## config.mk

```make
export PLATFORM = sky130hd
export DESIGN_NAME = wb_arbiter
export DESIGN_NICKNAME = d
export VERILOG_FILES = /design/src/rtl/wb_arbiter.sv
export SDC_FILE = /design/constraint.sdc
export NUM_CORES = 1
export LEC_CHECK = 0
export ABC_CLOCK_PERIOD_IN_PS = 15200
export CAP_MARGIN = 20
export CORE_ASPECT_RATIO = 0.6
export CORE_MARGIN = 2
export CORE_UTILIZATION = 50
export CTS_BUF_LIST = sky130_fd_sc_hd__clkbuf_16
export DETAILED_ROUTE_END_ITERATION = 8
export GPL_TIMING_DRIVEN = 0
export MAX_ROUTING_LAYER = met4
export PLACE_DENSITY = 0.74
export SETUP_SLACK_MARGIN = 0.1
export SYNTH_ARGS = -nofsm -noshare
export SYNTH_HDL_FRONTEND = slang
export SYNTH_SLANG_ARGS = --single-unit
```

## constraint.sdc

```tcl
create_clock -name clk_i -period 15.2 [get_ports clk_i]
set_input_delay 1.52 -clock clk_i [delete_from_list [all_inputs] [get_ports clk_i]]
set_output_delay 1.52 -clock clk_i [all_outputs]
set_load 0.02 [all_outputs]
```

## src/rtl/wb_arbiter.sv

```systemverilog
// wb_arbiter: per-source result FIFOs merged onto one register-file write port.
// Define WB_RR_ARB_EN for round-robin arbitration; the default is fixed priority.
module wb_arbiter #(
    parameter int NUM_SRC = 3,
    parameter int DATA_W  = 32,
    parameter int ADDR_W  = 5,
    parameter int DEPTH   = 2,
    localparam int SRC_W  = (NUM_SRC > 1) ? $clog2(NUM_SRC) : 1,
    localparam int CNT_W  = $clog2(DEPTH) + 1
) (
    input  logic                      clk_i,
    input  logic                      rsn_i,
    input  logic [NUM_SRC-1:0]        src_valid_i,
    output logic [NUM_SRC-1:0]        src_ready_o,
    input  logic [NUM_SRC*DATA_W-1:0] src_data_i,
    input  logic [NUM_SRC*ADDR_W-1:0] src_addr_i,
    input  logic [NUM_SRC*DATA_W-1:0] src_instr_i,
    input  logic [NUM_SRC*DATA_W-1:0] src_pc_i,
    output logic                      write_int_write_enable_o,
    output logic [DATA_W-1:0]         write_int_write_data_o,
    output logic [ADDR_W-1:0]         write_write_addr_o,
    output logic [DATA_W-1:0]         write_instruction_o,
    output logic [DATA_W-1:0]         write_pc_o,
    output logic [SRC_W-1:0]          write_src_o,
    output logic [NUM_SRC*CNT_W-1:0]  pending_o
);

    localparam int PTR_W = $clog2(DEPTH);

    typedef struct packed {
        logic [DATA_W-1:0] data;
        logic [ADDR_W-1:0] addr;
        logic [DATA_W-1:0] instr;
        logic [DATA_W-1:0] pc;
    } entry_t;

    entry_t             mem_q    [NUM_SRC][DEPTH];
    entry_t             in_ent   [NUM_SRC];
    logic [CNT_W-1:0]   count_q  [NUM_SRC];
    logic [PTR_W-1:0]   rd_ptr_q [NUM_SRC];
    logic [PTR_W-1:0]   wr_ptr_q [NUM_SRC];
    logic [NUM_SRC-1:0] ready;
    logic [NUM_SRC-1:0] req;
    logic [NUM_SRC-1:0] push;
    logic [NUM_SRC-1:0] pop;
    logic               grant_vld;
    logic [SRC_W-1:0]   grant_idx;
    entry_t             head;

    // Unpack each source's flat payload slice into a FIFO entry
    always_comb begin
        for (int i = 0; i < NUM_SRC; i++) begin
            in_ent[i].data  = src_data_i[i*DATA_W +: DATA_W];
            in_ent[i].addr  = src_addr_i[i*ADDR_W +: ADDR_W];
            in_ent[i].instr = src_instr_i[i*DATA_W +: DATA_W];
            in_ent[i].pc    = src_pc_i[i*DATA_W +: DATA_W];
        end
    end

    // Ready, request and push qualify off the registered occupancy only
    always_comb begin
        ready     = '0;
        req       = '0;
        push      = '0;
        pending_o = '0;
        for (int i = 0; i < NUM_SRC; i++) begin
            ready[i] = count_q[i] < CNT_W'(DEPTH);
            req[i]   = count_q[i] != '0;
            push[i]  = src_valid_i[i] & ready[i];
            pending_o[i*CNT_W +: CNT_W] = count_q[i];
        end
    end

    assign src_ready_o = ready;

`ifdef WB_RR_ARB_EN
    logic [SRC_W-1:0] rr_ptr_q;

    // Round-robin: first requester after the previous winner
    always_comb begin
        int idx;
        grant_vld = 1'b0;
        grant_idx = '0;
        idx       = 0;
        for (int k = NUM_SRC; k >= 1; k--) begin
            idx = (int'(rr_ptr_q) + k) % NUM_SRC;
            if (req[idx]) begin
                grant_vld = 1'b1;
                grant_idx = SRC_W'(idx);
            end
        end
    end

    // Remember the last winner; hold when nothing is granted
    always_ff @(posedge clk_i or negedge rsn_i) begin
        if (!rsn_i) begin
            rr_ptr_q <= SRC_W'(NUM_SRC - 1);
        end else if (grant_vld) begin
            rr_ptr_q <= grant_idx;
        end
    end
`else
    // Fixed priority: lowest index wins
    always_comb begin
        grant_vld = 1'b0;
        grant_idx = '0;
        for (int i = NUM_SRC - 1; i >= 0; i--) begin
            if (req[i]) begin
                grant_vld = 1'b1;
                grant_idx = SRC_W'(i);
            end
        end
    end
`endif

    // One-hot pop of the winner and its head entry
    always_comb begin
        pop = '0;
        if (grant_vld) begin
            pop[grant_idx] = 1'b1;
        end
        head = mem_q[grant_idx][rd_ptr_q[grant_idx]];
    end

    // FIFO pointers and occupancy
    always_ff @(posedge clk_i or negedge rsn_i) begin
        if (!rsn_i) begin
            for (int i = 0; i < NUM_SRC; i++) begin
                count_q[i]  <= '0;
                rd_ptr_q[i] <= '0;
                wr_ptr_q[i] <= '0;
            end
        end else begin
            for (int i = 0; i < NUM_SRC; i++) begin
                case ({push[i], pop[i]})
                    2'b10:   count_q[i] <= count_q[i] + CNT_W'(1);
                    2'b01:   count_q[i] <= count_q[i] - CNT_W'(1);
                    default: count_q[i] <= count_q[i];
                endcase
                if (push[i]) begin
                    wr_ptr_q[i] <= wr_ptr_q[i] + PTR_W'(1);
                end
                if (pop[i]) begin
                    rd_ptr_q[i] <= rd_ptr_q[i] + PTR_W'(1);
                end
            end
        end
    end

    // FIFO storage; contents are qualified by count so need no reset
    always_ff @(posedge clk_i) begin
        for (int i = 0; i < NUM_SRC; i++) begin
            if (push[i]) begin
                mem_q[i][wr_ptr_q[i]] <= in_ent[i];
            end
        end
    end

    // Register the winning entry onto the write port
    always_ff @(posedge clk_i or negedge rsn_i) begin
        if (!rsn_i) begin
            write_int_write_enable_o <= 1'b0;
            write_int_write_data_o   <= '0;
            write_write_addr_o       <= '0;
            write_instruction_o      <= '0;
            write_pc_o               <= '0;
            write_src_o              <= '0;
        end else begin
            write_int_write_enable_o <= grant_vld;
            if (grant_vld) begin
                write_int_write_data_o <= head.data;
                write_write_addr_o     <= head.addr;
                write_instruction_o    <= head.instr;
                write_pc_o             <= head.pc;
                write_src_o            <= grant_idx;
            end
        end
    end

endmodule

```

==> summary.md, run 1 <==
| Metric | Value |
|---|---|
| Status | `complete, no violations` |
| EDFF count, synth | `606` |
| # port buffers | `420` |
| Post-CTS setup buffers | `0` |
| Syn_nets | `2,166` |
| Setup crit start | `pending_o[0]$_DFFE_PN0P_` |
| Setup Skew | `0.0189 ns` |
| Largest net degree at the start of global routing | `62` |
| Io pins | `421` |
| First-pass GRT wire length | `128,000 um` |
| Worst reg2reg startpoint | `pending_o[0]$_DFFE_PN0P_` |
| Crit-path slowest cell | `clkbuf_1` |
| Req. time, crit path | `15.67 ns` |
| CP endpoint kind | `flip-flop` |
| Worst Hold Class | `reg2reg` |
| Die Y | `186 um` |
| Seq/Total Area, Yosys | `76.4%` |
| CP Launch Type | `flip-flop` |
| Grt total ovfl | `0` |
| Reg2Reg Depth | `9` |
| CTS resizes | `0` |
| Worst skew pair latency | `0.59 ns` |
| Wirelength per Cell | `28.3 um` |
| R2r endpoint | `pending_o[3]$_DFFE_PN0P_` |
| Iter 0 DRT Violations | `2,893` |
| GPL Wtd Cong | `0.887` |
| R2r setup slk | `11.67 ns` |
| Layout area overhead | `27.6%` |
| Fmax | `284 MHz` |
| GRT Total Usage | `31.7%` |
| Post-DP HPWL | `58,700 um` |
| Leakage | `12.1 nW` |
| Worst path cell trace | `nor2_1 > clkbuf_1 > buf_1 > nand2_1 > inv_1 > ha_1 > xnor2_1 > nor2_1 > xnor2_1` |
| Via density | `6.40` |
| Synth area leaders | `edfxtp_1 66%, dfrtp_1 11%, nand3_1 3.6%` |
| Crit path kind | `reg2reg` |
| Num CTS Buffers | `66` |
| Maxcap violations | `0` |
| Antenna-violating nets left | `0` |
| Slew headroom | `23.4%` |
| Worst Setup EP | `pending_o[3]$_DFFE_PN0P_` |
| Gate Count Post-Synth | `1,855` |
| Synth async-reset ratio | `16.1%` |
| Seq cells post-synth | `722` |
| CTS root buf | `clkbuf_16` |
| CP max stage delay | `0.87 ns` |
| Pwr Total | `0.00721 W` |
| Share of the synthesized area in the top cell type | `65.9%` |
| Die area | `0.0572 mm2` |
| Vias in the first global route | `19,793` |
| Crit path time final | `3.53 ns` |
| WP data arrival | `3.99 ns` |
| DR pass1 iterations | `5` |
| Hold buffers post-CTS | `0` |
| # clock sinks | `722` |
| Row count | `66` |
| Clk slew on worst S/H paths | `0.07 ns` |
| Final #Nets | `2,672` |
| Core Region | `0.0543 mm2` |
| Critical Path Fanout Max | `10` |
| Final setup vio count | `0` |
| Synth Flop Type | `edfxtp_1` |
| RSZ-0062 raised after global routing | `false` |
| Initial antenna violation count | `18` |
| Routed vias | `20,121` |
| VDD IR max | `0.106 mV` |
| Final Cycle Share | `23.2%` |
| Starting density of the core | `50.8%` |
| Residual DRC | `0` |
| CTS H-tree depth | `3` |
| Final WL | `88,900 um` |
| Final hold viol count | `0` |
| Mapped cell area | `0.0276 mm2` |
| Share of layout cells above drive strength 1 | `5.44%` |
| Setup TNS Final | `0 ns` |
| Final max-slew violation count | `0` |
| Syn. warnings | `0` |
| Number of distinct library cells after synthesis | `32` |
| Power per cell area | `205 mW/mm2` |
| CTS tree | `yes` |
| Yosys top cell by area | `edfxtp_1` |
| Average size of a mapped cell | `14.9 um2` |
| Die X | `307 um` |
| Slew @ Worst Pin | `1.15 ns` |
| Clock buffer depth | `3` |
==> cells in the final DEF (no fill, tap or decap), types with 2 or more instances in the layout <==
master / count
edfxtp_1: 606
clkdlybuf4s50_1: 419
nand3_1: 201
o21ai_0: 201
clkbuf_1: 148
dfrtp_1: 116
nor3_1: 102
a31oi_1: 101
a21oi_1: 100
a22o_1: 100
a211o_1: 100
clkbuf_16: 69
inv_1: 22
diode_2: 20
clkinv_1: 15
xnor2_1: 13
buf_12: 13
buf_6: 12
nor2_1: 9
nand2_1: 9
clkinv_2: 6
buf_2: 5
buf_16: 5
buf_1: 4
clkinvlp_4: 4
bufinv_16: 4
and3_4: 3
nor2_4: 3
ha_1: 3
inv_6: 2
==> worst max-delay path, delay by kind of cell (launching register included) <==
family	cells	cell delay [ns]
and+or+nand+nor	3	1.02
xor gates and xnor gates	2	0.24
buffers and inverters	3	1.51
DFF	1	0.46
adders and majority gates	1	0.17
==> cells in the mapped netlist (4+ instances only) <==
cell	instances
edfxtp_1	606
nand3_1	201
o21ai_0	201
clkbuf_1	148
dfrtp_1	116
nor3_1	102
a31oi_1	101
a211o_1	100
a21oi_1	100
a22o_1	100
xnor2_1	13
nor2_1	12
buf_6	11
nand2_1	9
inv_1	7
buf_2	5
buf_1	4
==> power breakdown <==
part	internal [W]	total (W)	switching (W)
sequential	0.00265	0.00284	0.000188
clock	0.000891	0.00162	0.000725
combinational	0.000968	0.00275	0.00178
total	0.00451	0.00721	0.00270
==> sequential cells by signal, summed over array words and instances (netlist names) <==
| signal | flops |
|---|---|
| write_instruction_o | 32 |
| write_int_write_enable_o | 1 |
| write_src_o | 2 |
| write_int_write_data_o | 32 |
| mem_q | 606 |
| wr_ptr_q | 3 |
| write_write_addr_o | 5 |
| write_pc_o | 32 |
| pending_o | 6 |
| rd_ptr_q | 3 |
==> worst min-delay path by stage <==
stage,slack (ns),to,from,cells past startpoint
floorplan,0.46,wr_ptr_q[0]$_DFFE_PN0P_,wr_ptr_q[0]$_DFFE_PN0P_,1
global placement,0.48,wr_ptr_q[2]$_DFFE_PN0P_,wr_ptr_q[2]$_DFFE_PN0P_,1
detailed placement,0.50,write_src_o[0]$_DFFE_PN0P_,write_src_o[0]$_DFFE_PN0P_,2
CTS,0.51,write_src_o[0]$_DFFE_PN0P_,write_src_o[0]$_DFFE_PN0P_,2
global route,0.53,rd_ptr_q[0]$_DFFE_PN0P_,rd_ptr_q[0]$_DFFE_PN0P_,1
finish,0.51,write_src_o[0]$_DFFE_PN0P_,write_src_o[0]$_DFFE_PN0P_,2
==> cell families (layout without fill, tap and decap cells) <==
family                   Yosys count  count (layout)  synth area share [%]
adder cells (fa/ha/maj)            3               3                 0.136
buffers and inverters            176             730                  2.71
flip-flops                       722             722                  76.4
XOR/XNOR                          13              13                 0.412
other                              0              20                     0
AND/OR/NAND/NOR                  334             334                  6.04
AO/OA/AOI/OAI                    607             607                  14.3
==> per-stage QoR <==
stage                     instances  utilization, %  setup slack (ns)  hold slack [ns]  cell area (um2)
final                          3143            64.9             11.67            0.511            35200
after global routing           3140            64.8             11.59            0.530            35200
after CTS                      3123            64.8             11.70            0.513            35200
after detailed placement       3007            61.0             11.33            0.498            33100
after global placement         2989            60.2              4.13            0.479            32700
after floorplan                1855               -              8.80            0.461            27600
==> cell type report <==
| cell class | instances | area (um2) |
|---|---|---|
| antenna | 20 | 50.0 |
| buffer | 168 | 719 |
| clock buffer | 69 | 1730 |
| clock inverter | 47 | 322 |
| fill | 3861 | 19100 |
| inverter | 8 | 30.0 |
| multi-input combinational | 957 | 5790 |
| sequential | 722 | 21100 |
| tap | 714 | 893 |
| timing repair buffer | 438 | 4600 |
==> routing by layer <==
| layer | up-vias | track usage (%) | wire [um] |
|---|---|---|---|
| met2 | 1452 | 47.2 | 40600 |
| li1 | 8375 | - | - |
| met1 | 10082 | 43.3 | 35700 |
| met4 | 0 | 12.9 | 3320 |
| met3 | 212 | 6.09 | 9290 |
| met5 | - | - | 0 |
Note: power is estimated with default switching activity, not from simulation.
==> inputs of run 2 (changes only) <==
--- a/config.mk
+++ b/config.mk
@@ -5,16 +5,16 @@
 export SDC_FILE = /design/constraint.sdc
 export NUM_CORES = 1
 export LEC_CHECK = 0
-export ABC_CLOCK_PERIOD_IN_PS = 15200
+export ABC_CLOCK_PERIOD_IN_PS = 2900
 export CAP_MARGIN = 20
 export CORE_ASPECT_RATIO = 0.6
 export CORE_MARGIN = 2
-export CORE_UTILIZATION = 50
+export CORE_UTILIZATION = 49
 export CTS_BUF_LIST = sky130_fd_sc_hd__clkbuf_16
 export DETAILED_ROUTE_END_ITERATION = 8
 export GPL_TIMING_DRIVEN = 0
 export MAX_ROUTING_LAYER = met4
-export PLACE_DENSITY = 0.74
+export PLACE_DENSITY = 0.75
 export SETUP_SLACK_MARGIN = 0.1
 export SYNTH_ARGS = -nofsm -noshare
 export SYNTH_HDL_FRONTEND = slang
==> constraint.sdc (replaced) <==
create_clock -name clk_i -period 2.9 [get_ports clk_i]
set_input_delay 0.29 -clock clk_i [delete_from_list [all_inputs] [get_ports clk_i]]
set_output_delay 0.29 -clock clk_i [all_outputs]
set_load 0.02 [all_outputs]
==> summary.md, run 2 (synthesis results as in run 1) <==
| Metric | Value |
|---|---|
| Clock buffer depth | `3` |
| Final Cycle Share | `97.4%` |
| Max FFs per register | `606` |
| Via density | `6.34` |
| Commonest non-fill, non-tap cell in the layout | `edfxtp_1` |
| Num CTS Buffers | `66` |
| GRT Total Usage | `32.2%` |
| Layout area overhead | `28.8%` |
| # clock sinks | `722` |
| Die X | `310 um` |
| Final #Nets | `2,673` |
| Clk slew on worst S/H paths | `0.07 ns` |
| Setup Skew | `0.0263 ns` |
| GPL Wtd Cong | `0.903` |
| Leakage | `12.4 nW` |
| RSZ-0062 raised after global routing | `true` |
| Status | `complete, no violations` |
| Worst Hold Class | `in2reg` |
| Row count | `67` |
| CTS H-tree depth | `3` |
| Core Region | `0.0557 mm2` |
| Share of layout cells above drive strength 1 | `7.99%` |
| Crit path kind | `reg2reg` |
| Final setup vio count | `0` |
| Power per cell area | `1080 mW/mm2` |
| Io pins | `421` |
| Slew headroom | `20.8%` |
| Final hold slack | `0.268 ns` |
| Largest net degree at the start of global routing | `60` |
| Starting density of the core | `49.5%` |
| Routed vias | `20,275` |
| Antenna-violating nets left | `0` |
| Vias in the first global route | `20,051` |
| First-pass GRT wire length | `133,000 um` |
| Req. time, crit path | `3.38 ns` |
| Grt total ovfl | `0` |
| Most frequent cells in the layout | `606 x edfxtp_1, 419 x clkdlybuf4s50_1, 201 x nand3_1, 201 x o21ai_0, 116 x dfrtp_1` |
| Final hold viol count | `0` |
| CP Launch Type | `flip-flop` |
| Maxcap violations | `0` |
| CTS tree | `yes` |
| Fmax | `354 MHz` |
| CTS root buf | `clkbuf_16` |
| Post-DP HPWL | `59,600 um` |
| # port buffers | `420` |
| Crit path time final | `2.82 ns` |
| DR pass1 iterations | `7` |
| Filler cell count | `4,068` |
| Initial antenna violation count | `18` |
| Worst skew pair latency | `0.60 ns` |
| Wirelength per Cell | `28.6 um` |
| Die Y | `188 um` |
| Die area | `0.0583 mm2` |
| Critical Path Fanout Max | `10` |
| Residual DRC | `0` |
| CP endpoint kind | `flip-flop` |
| Final WL | `91,600 um` |
| Iter 0 DRT Violations | `2,710` |
| VDD IR max | `0.520 mV` |
| Setup TNS Final | `0 ns` |
| Final max-slew violation count | `0` |
| Slew @ Worst Pin | `1.19 ns` |
| WP data arrival | `3.31 ns` |
==> run 2: changes by cell type in the layout (fill, tap and decap cells not counted), sizes merged <==
cell         before  now
bufinv            4    7
inv              26   27
dlygate4sd3       0    1
buf              39   38
diode            20   23
clkbuf          217  220
clkinvlp          4    3
==> run 2: path summary, 6_finish.rpt <==
check	slack [ns]	endpoint	start	depth (start not counted)
max	0.08	write_int_write_data_o[16]$_DFFE_PN0P_	pending_o[0]$_DFFE_PN0P_	7
min	0.27	mem_q[2][37]$_DFFE_PP_	src_instr_i[69]	1
max reg2reg	0.08	write_int_write_data_o[16]$_DFFE_PN0P_	pending_o[0]$_DFFE_PN0P_	7
min reg2reg	0.51	write_int_write_data_o[0]$_DFFE_PN0P_	mem_q[2][69]$_DFFE_PP_	2
max in group asynchronous	1.73	write_pc_o[21]$_DFFE_PN0P_	rsn_i	3
min in group asynchronous	0.29	write_instruction_o[28]$_DFFE_PN0P_	rsn_i	2
==> run 2: through the flow <==
step / instance area [um2] / worst slack, ns / util (%) / cells / power, W
floorplan: 27600 / 0.145 / - / 1855 / 0.0227
CTS: 35500 / 0.112 / 63.6 / 3173 / 0.0382
detailed placement: 33200 / -0.563 / 59.6 / 3051 / 0.0293
global placement: 32800 / -4.41 / 58.8 / 3034 / 0.0288
global route: 35500 / 0.0213 / 63.8 / 3192 / 0.0399
finish: 35600 / 0.0764 / 63.8 / 3197 / 0.0385
==> run 2: critical path, stage by stage (launching register included) <==
cell and delay, ns:
dfrtp_1 0.51, or4_1 0.16, clkbuf_1 0.42, or2_1 0.18, buf_2 0.23, clkbuf_1 0.63
a31oi_1 0.24, a211o_1 0.34
==> run 2: layer usage <==
layer	track usage [%]	wire length, um	vias up
met5	-	0	-
met4	9.85	2550	0
met3	8.24	11300	203
met2	46.1	41100	1470
met1	45.4	36600	10206
li1	-	-	8396
==> run 2: timing repair <==
action,in CTS,in global routing
buffers inserted,0,0
hold endpoints to repair,58,0
pin swaps,0,0
endpoints found under the setup margin,107,105
hold buffers,1,0
gates resized for setup,37,35
==> run 2: power breakdown <==
group | total [W] | switching (W) | internal, W
Clock | 0.00892 | 0.00386 | 0.00506
Sequential | 0.0149 | 0.000993 | 0.0139
Combinational | 0.0147 | 0.00954 | 0.00514
==> run 2: layout make-up <==
class	count	area (um2)	share of cell area, %
sequential	722	21100	59.3
buffer	168	792	2.23
clock inverter	50	413	1.16
clock buffer	71	1780	5.00
timing repair buffer	439	4630	13.0
antenna	23	57.6	0.162
inverter	8	30.0	0.0845
tap	759	950	2.67
multi-input combinational	957	5810	16.3
==> inputs of run 3 (changes only) <==
--- a/config.mk
+++ b/config.mk
@@ -14,7 +14,7 @@
 export DETAILED_ROUTE_END_ITERATION = 8
 export GPL_TIMING_DRIVEN = 0
 export MAX_ROUTING_LAYER = met4
-export PLACE_DENSITY = 0.75
+export PLACE_DENSITY = 0.76
 export SETUP_SLACK_MARGIN = 0.1
 export SYNTH_ARGS = -nofsm -noshare
 export SYNTH_HDL_FRONTEND = slang
==> summary.md, run 3 (synthesis results as in run 1) <==
| Metric | Value |
|---|---|
| Status | `complete, no violations` |
| Die X | `310 um` |
| Final WL | `90,700 um` |
| # port buffers | `420` |
| Reg2Reg Depth | `7` |
| Layout area overhead | `28.1%` |
| Final setup vio count | `0` |
| Wirelength per Cell | `28.4 um` |
| VDD IR max | `0.520 mV` |
| Worst skew pair latency | `0.62 ns` |
| Share of layout cells above drive strength 1 | `8.03%` |
| Setup Skew | `0.0175 ns` |
| Slew headroom | `31.8%` |
| R2r endpoint | `write_instruction_o[24]$_DFFE_PN0P_` |
| Post-CTS setup buffers | `0` |
| Initial antenna violation count | `13` |
| CTS H-tree depth | `3` |
| Most frequent cells in the layout | `606 x edfxtp_1, 419 x clkdlybuf4s50_1, 201 x nand3_1, 201 x o21ai_0, 116 x dfrtp_1` |
| Worst reg2reg startpoint | `pending_o[0]$_DFFE_PN0P_` |
| Residual DRC | `0` |
| Final #Nets | `2,675` |
| Fmax | `355 MHz` |
| R2r setup slk | `0.08 ns` |
| Req. time, crit path | `3.40 ns` |
| Finished Cell Area | `0.0354 mm2` |
| Critical Path Fanout Max | `10` |
| Final max-slew violation count | `0` |
| Final hold viol count | `0` |
| WP data arrival | `3.32 ns` |
| Starting density of the core | `49.5%` |
| Max FFs per register | `606` |
| # clock sinks | `722` |
| DR pass1 iterations | `6` |
| Maxcap violations | `0` |
| Iter 0 DRT Violations | `2,675` |
| First-pass GRT wire length | `130,000 um` |
| Commonest non-fill, non-tap cell in the layout | `edfxtp_1` |
| Routed vias | `20,164` |
| GPL Wtd Cong | `0.890` |
| Vias in the first global route | `20,089` |
| Crit path kind | `reg2reg` |
| Worst Hold Class | `in2async` |
| Grt total ovfl | `0` |
| Power per cell area | `1070 mW/mm2` |
| Clk slew on worst S/H paths | `0.07 ns` |
| Filler cell count | `4,039` |
| CP Launch Type | `flip-flop` |
| Final setup margin | `0.0815 ns` |
| GRT Total Usage | `31.6%` |
| Area after DPL | `0.0333 mm2` |
| Via density | `6.32` |
| CTS root buf | `clkbuf_16` |
| Io pins | `421` |
| CP endpoint kind | `flip-flop` |
| Row count | `67` |
| Post-DP HPWL | `59,100 um` |
| Antenna-violating nets left | `0` |
| Leakage | `12.3 nW` |
| Final Cycle Share | `97.2%` |
| Setup crit start | `pending_o[0]$_DFFE_PN0P_` |
| Clock buffer depth | `3` |
| Largest net degree at the start of global routing | `63` |
| Crit path time final | `2.82 ns` |
| Die Y | `188 um` |
| Die area | `0.0583 mm2` |
| Num CTS Buffers | `66` |
| Slew @ Worst Pin | `1.02 ns` |
| Placement Setup Slack | `-0.586 ns` |
| Core Region | `0.0557 mm2` |
| RSZ-0062 raised after global routing | `true` |
| CTS tree | `yes` |
| Final hold slack | `0.239 ns` |
-- run 3: cell types whose count changed in the layout (fill, tap and decap cells not counted), moves of 2 or more --
cell and delta:
bufinv_16 -7, clkbuf_1 -8, clkbuf_4 -2, diode_2 -8, buf_2 +2, clkinv_1 +9, clkbuf_2 +8, clkbuf_16 -2
buf_16 +3
-- run 3: timing repair --
action	4_1_cts	5_1_grt
endpoints found under the setup margin	107	104
gates resized for setup	31	64
hold buffers	1	0
endpoints found under the hold margin	54	0
-- run 3: layout make-up --
class	instances	area, um2	area share (%)
Antenna cell	15	37.5	0.106
Timing Repair Buffer	441	4690	13.3
Tap cell	759	950	2.68
Inverter	8	30.0	0.0849
Sequential cell	722	21100	59.6
Buffer	168	797	2.25
Clock inverter	51	235	0.665
Clock buffer	69	1730	4.88
Multi-Input combinational cell	957	5810	16.4
-- run 3: routing by layer --
metal  global-route usage [%]  share of wire [%]  vias to the layer above
met4                     9.23                2.6                        0
met2                     46.5                 46                     1430
met5                        -                  0                        -
li1                         -                  -                     8387
met3                     9.18                 12                      192
met1                     42.9                 39                    10155
-- run 3: metrics by stage --
stage	instances	total power, W	TNS [ns]	util [%]
2_1_floorplan	1855	0.0227	0	-
3_3_place_gp	3034	0.0287	-1141.06	58.8
3_5_place_dp	3053	0.0293	-26.47	59.7
4_1_cts	3174	0.0374	0	63.3
5_1_grt	3187	0.0391	0	63.4
6_report	3190	0.0377	0	63.5
-- run 3: worst max-delay path by stage --
| stage | end | slack [ns] | depth (start not counted) |
|---|---|---|---|
| after floorplan | mem_q[2][101]$_DFFE_PP_ | 0.15 | 3 |
| after global placement | write_pc_o[11]$_DFFE_PN0P_ | -4.40 | 1 |
| after detailed placement | pending_o[3]$_DFFE_PN0P_ | -0.59 | 8 |
| after CTS | write_pc_o[20]$_DFFE_PN0P_ | 0.03 | 7 |
| after global routing | write_int_write_data_o[0]$_DFFE_PN0P_ | 0.03 | 8 |
| final | write_instruction_o[24]$_DFFE_PN0P_ | 0.08 | 7 |
-- run 3: report_power, final --
group	switching, W	internal, W	leakage, nW
Sequential	0.00101	0.0139	6.98
Clock	0.00382	0.00432	1.02
Combinational	0.00947	0.00520	4.31
Total	0.0143	0.0234	12.3
-- run 3: critical path: stages, from the launching register on --
cell and delay, ns:
dfrtp_1 0.49, or4_1 0.50, clkbuf_1 0.27, clkbuf_4 0.34, clkbuf_1 0.33, nor3_1 0.34, a31oi_1 0.11, a211o_1 0.32
